**src/rtl/jkff_counter_pkg.sv**
```systemverilog
// Shared constants for the JK flip-flop based up/down counter.
package jkff_counter_pkg;

    localparam logic CNT_UP    = 1'b1;
    localparam logic CNT_DOWN  = 1'b0;
    localparam logic MODE_WRAP = 1'b0;
    localparam logic MODE_SAT  = 1'b1;

endpackage : jkff_counter_pkg

```
**src/rtl/jk_ff.sv**
```systemverilog
// Single JK flip-flop with asynchronous active-high reset to 0.
module jk_ff (
    input  logic clk,
    input  logic reset,
    input  logic j,
    input  logic k,
    output logic q
);

    logic q_q;

    always_ff @(posedge clk or posedge reset) begin
        if (reset) begin
            q_q <= 1'b0;
        end else begin
            unique case ({j, k})
                2'b00:   q_q <= q_q;
                2'b01:   q_q <= 1'b0;
                2'b10:   q_q <= 1'b1;
                default: q_q <= ~q_q;
            endcase
        end
    end

    assign q = q_q;

endmodule : jk_ff

```
**src/rtl/jkff_updown_counter.sv**
```systemverilog
// Modulo-N up/down counter with load, wrap/saturate modes and wrap pulse,
// built from one JK flip-flop per count bit.
module jkff_updown_counter
    import jkff_counter_pkg::*;
#(
    parameter int unsigned WIDTH   = 4,
    parameter int unsigned MODULUS = 16
) (
    input  logic             clk,
    input  logic             reset,
    input  logic             en,
    input  logic             up_dn,
    input  logic             sat,
    input  logic             load,
    input  logic [WIDTH-1:0] load_val,
    output logic [WIDTH-1:0] q,
    output logic             tc,
    output logic             wrap
);

    // One extra bit so MODULUS = 2**WIDTH is representable.
    localparam int unsigned XW = WIDTH + 1;
    localparam logic [XW-1:0] MOD_X = XW'(MODULUS);
    localparam logic [XW-1:0] TOP_X = XW'(MODULUS - 1);

    logic [XW-1:0]    cnt_x;
    logic [XW-1:0]    ld_x;
    logic [WIDTH-1:0] q_d;
    logic [WIDTH-1:0] j;
    logic [WIDTH-1:0] k;
    logic             at_top;
    logic             at_zero;
    logic             wrap_d;
    logic             wrap_q;

    assign cnt_x   = {1'b0, q};
    assign ld_x    = {1'b0, load_val};
    assign at_top  = (cnt_x == TOP_X);
    assign at_zero = (q == '0);

    assign tc = en & ((up_dn & at_top) | (~up_dn & at_zero));

    // Next count, wrap event and per-bit J/K drive.
    always_comb begin
        q_d    = q;
        wrap_d = 1'b0;
        j      = '0;
        k      = '0;
        if (load) begin
            q_d = (ld_x >= MOD_X) ? TOP_X[WIDTH-1:0] : load_val;
        end else if (en) begin
            if (up_dn == CNT_UP) begin
                if (!at_top) begin
                    q_d = WIDTH'(cnt_x + XW'(1));
                end else if (sat == MODE_WRAP) begin
                    q_d    = '0;
                    wrap_d = 1'b1;
                end
            end else begin
                if (!at_zero) begin
                    q_d = WIDTH'(cnt_x - XW'(1));
                end else if (sat == MODE_WRAP) begin
                    q_d    = TOP_X[WIDTH-1:0];
                    wrap_d = 1'b1;
                end
            end
        end
        if (load) begin
            j = q_d;
            k = ~q_d;
        end else begin
            j = q ^ q_d;
            k = q ^ q_d;
        end
    end

    for (genvar i = 0; i < WIDTH; i++) begin : g_bit
        jk_ff u_bit (
            .clk  (clk),
            .reset(reset),
            .j    (j[i]),
            .k    (k[i]),
            .q    (q[i])
        );
    end

    always_ff @(posedge clk or posedge reset) begin
        if (reset) begin
            wrap_q <= 1'b0;
        end else begin
            wrap_q <= wrap_d;
        end
    end

    assign wrap = wrap_q;

endmodule : jkff_updown_counter
```
**config.mk**
```make
export PLATFORM = sky130hd
export DESIGN_NAME = jkff_updown_counter
export DESIGN_NICKNAME = d
export VERILOG_FILES = /design/src/rtl/jkff_counter_pkg.sv /design/src/rtl/jk_ff.sv /design/src/rtl/jkff_updown_counter.sv
export SDC_FILE = /design/constraint.sdc
export NUM_CORES = 1
export LEC_CHECK = 0
export ABC_AREA = 0
export CELL_PAD_IN_SITES_DETAIL_PLACEMENT = 2
export CELL_PAD_IN_SITES_GLOBAL_PLACEMENT = 2
export CORE_MARGIN = 3
export CORE_UTILIZATION = 22
export DETAILED_ROUTE_END_ITERATION = 10
export GPL_ROUTABILITY_DRIVEN = 1
export GPL_TIMING_DRIVEN = 0
export PLACE_DENSITY_LB_ADDON = 0.1
export SLEW_MARGIN = 30
export SYNTH_ARGS = -nofsm -noshare
export SYNTH_HDL_FRONTEND = slang
export SYNTH_SLANG_ARGS = --single-unit
```
**constraint.sdc**
```tcl
create_clock -name clk -period 1.6 [get_ports clk]
set_input_delay 0.32 -clock clk [delete_from_list [all_inputs] [get_ports clk]]
set_output_delay 0.32 -clock clk [all_outputs]
set_load 0.02 [all_outputs]
```
==> metrics.md, run 1 <==
| Metric | Value |
|---|---|
| Fmax | `0.5663 GHz` |
| Post-synthesis xor/xnor area fraction | `0%` |
| Main combinational cell family by area after synthesis | `compound AO/OA/AOI/OAI gates` |
| Die width | `54.47 um` |
| Die height | `54.47 um` |
| Hold Buf Count CTS | `0` |
| Iter 0 DRT Violations | `1` |
| Post-synthesis compound-gate area fraction | `27.85%` |
| DRC Markers | `0` |
| Initial antenna violation count | `0` |
| Adder-cell share of the synthesized area | `4.843%` |
| Nets@finish | `101` |
| Starting density of the core | `24.82%` |
| Async set-reset flop share out of synthesis | `100.0%` |
| Pin count of the biggest net entering global routing | `11` |
| Drt first pass iters | `2` |
| Leakage | `0.3436 nW` |
| Cells on worst reg2reg path | `8` |
| ANT nets after route | `0` |
| Crit path max-delay family | `flip-flops` |
| Post-Synthesis Cells | `63` |
| Yosys reg bits | `5` |
| Worst Setup Start Kind | `register` |
| Kind of critical path | `register to output pin` |
| WP data arrival | `1.45 ns` |
| Wirelength per Cell | `14.91 um` |
| YS warnings | `0` |
| Violated checks | `negative setup slack` |
| Most numerous cell in the Yosys netlist | `inv_1` |
| Reg2reg setup slack | `-0.08 ns` |
| Max Root-Sink Buffers | `2` |
| Slowest library cell on the worst path | `dfrtp_2` |
| Area share of the largest cell type after synthesis | `24.21%` |
| Number of I/O pins | `16` |
| Slew headroom | `71.37%` |
| Die area | `2966 um^2` |
| Worst path most repeated cell | `nor2_2` |
| Critical Path End Type | `output pin` |
| Final wirelength | `1715 um` |
| Power per standard cell area | `749.3 nW/um^2` |
| DR vias | `561` |
| Worst path bufs/invs | `2` |
| Final period util | `110.4%` |
| Status | `finished, violations left` |
| CTS clk-pin slew, worst paths | `0.05 ns` |
| Post-synthesis sequential area ratio | `24.21%` |
| Top cells by area, synth | `dfrtp_1, buf_4, inv_1` |
| Slew at the pin with the worst max-slew slack | `0.4186 ns` |
| HPWL after DPL | `1163 um` |
| RSZ-0062 raised after global routing | `yes` |
| Worst path cell trace | `inv_2, ha_4, nor4b_4, nor2_2, nor2_2, buf_6` |
| Share of cells above drive strength 1 | `40.91%` |
| Final Cell Area | `813.3 um^2` |
| Avg Inst Size Synth | `8.202 um^2` |
| Clock skew | `0.002904 ns` |
| Synth cell types | `30` |
| TritonCTS clock tree | `built` |
| Syn_nets | `75` |
| Synth Area in Simple Gates | `23.97%` |
| Clk sinks | `5` |
| MaxCap Viol Count | `0` |
| Critical path depth | `6` |
| Global route total overflow | `0` |
| Clk Latency, worst-skew pair | `0.24 ns` |
| Number of buffers created by CTS | `3` |
| Final RePlAce weighted congestion | `0.7362` |
| Ys flop type | `dfrtp_1` |
| Final-report hold violation count | `0` |
| Vias in the first global route | `592` |
| Setup violators final | `3` |
| Multiplexer share of the synthesized area | `2.179%` |
| Final min period | `1.766 ns` |
| P&R area growth vs syn | `57.38%` |
| Clk root buf | `clkbuf_4` |
| GRT Overall Usage | `13.95%` |
| Hold WC Path Type | `input pin to async pin` |
| CP peak stage delay | `0.44 ns` |
| First-pass GRT wire length | `2904 um` |
| Post-synth EDFFs | `0` |
| Vias per std cell | `4.878` |
| Maximum VDD drop | `282.1 uV` |
| Cell area after synthesis | `516.7 um^2` |
| Post-synth top cells | `inv_1, nand2_1, dfrtp_1, a21oi_1, buf_4` |
| Core Area | `2082 um^2` |
| Crit Path Max Fanout | `4` |
| Placement Setup Slack | `-0.7188 ns` |
| N_diodes | `0` |
| CP Data Required Time | `1.28 ns` |
| Rows | `16` |
| Placed cell areas | `693.2 um^2` |
| Port Buf Inserts | `14` |
| Final Max Slew Viols | `0` |
| H-tree Lvls | `1` |
| Leading area contributor after synthesis | `dfrtp_1` |
| Final WS setup | `-0.1660 ns` |
[registers in the layout (all words and copies together) (netlist names)]
name,count
g_bit.u_bit.q,4
wrap,1
[metrics by stage]
stage	util [%]	instances	total power [mW]	setup TNS (ns)	hold WS, ns
finish	39.06	115	0.6094	-0.3155	0.2753
global route	39.06	115	0.6645	-0.6476	0.2875
CTS	37.56	114	0.5861	-0.2846	0.2822
detailed placement	33.29	104	0.4058	-1.199	0.5428
global placement	33.29	104	0.4038	-1.094	0.5392
floorplan	-	63	0.3179	0	0.09852
[worst paths after layout]
path	from	to
setup / recovery	g_bit[1].u_bit.q	tc
hold reg to reg	g_bit[2].u_bit.q	wrap
setup reg to reg	g_bit[1].u_bit.q	g_bit[3].u_bit.q
hold / removal	reset	wrap
min in group clk	load	g_bit[1].u_bit.q
max in group asynchronous	reset	g_bit[1].u_bit.q
[area by class of cell]
cell class,instances,area [um^2]
multi-input cells,43,349.1
flip-flops and latches,5,128.9
inverters,7,26.28
repair buffers,21,187.7
fillers,238,1269
clock buffers,4,26.28
well taps,27,33.78
plain buffers,8,61.31
[cells by family (layout without fill, tap and decap cells)]
logic type / count (synthesis) / after routing
fa+ha+maj: 2 / 2
mux: 1 / 1
flops: 5 / 5
simple gates: 20 / 20
compound gates: 20 / 20
buf+inv: 15 / 40
[layout by cell type, fill, tap and decap left out, types with 3 or more instances in the layout]
cell type	instances
clkbuf_4	3
nand2_1	6
clkdlybuf4s50_1	8
buf_4	10
dfrtp_2	3
inv_1	5
a31oi_1	3
buf_6	4
a21oi_1	4
dlygate4sd2_1	4
[power breakdown]
part | internal (mW) | switching, mW
registers | 0.141 | 0.0196
clock network | 0.0947 | 0.0579
logic | 0.154 | 0.142
[timing repair]
| action | 4_1_cts | 5_1_grt |
|---|---|---|
| pin swaps | 3 | 4 |
| setup buffers | 6 | 1 |
| resized for setup | 21 | 6 |
| endpoints found under the setup margin | 8 | 5 |
[per-layer routing]
metal  vias up  share of wire (%)  global-route usage (%)
met1       272                 48                   18.46
met2        12                 48                   23.11
li1        277                  -                       -
met5         -                  0                       0
met4         0                  0                   2.490
met3         0                3.3                   3.270
Power figures use the tool's default switching activity.
==> run 2: changes to the inputs <==
--- a/config.mk
+++ b/config.mk
@@ -13,6 +13,7 @@
 export DETAILED_ROUTE_END_ITERATION = 10
 export GPL_ROUTABILITY_DRIVEN = 1
 export GPL_TIMING_DRIVEN = 0
+export HOLD_SLACK_MARGIN = 0.02
 export PLACE_DENSITY_LB_ADDON = 0.1
 export SLEW_MARGIN = 30
 export SYNTH_ARGS = -nofsm -noshare
==> results of run 2 <==
Final layout, timing and power as in run 1 (identical DEF).
==> run 3: changes to the inputs <==
--- a/config.mk
+++ b/config.mk
@@ -6,6 +6,7 @@
 export NUM_CORES = 1
 export LEC_CHECK = 0
 export ABC_AREA = 0
+export CAP_MARGIN = 20
 export CELL_PAD_IN_SITES_DETAIL_PLACEMENT = 2
 export CELL_PAD_IN_SITES_GLOBAL_PLACEMENT = 2
 export CORE_MARGIN = 3
==> results of run 3 <==
Final layout, timing and power as in run 1 (identical DEF).
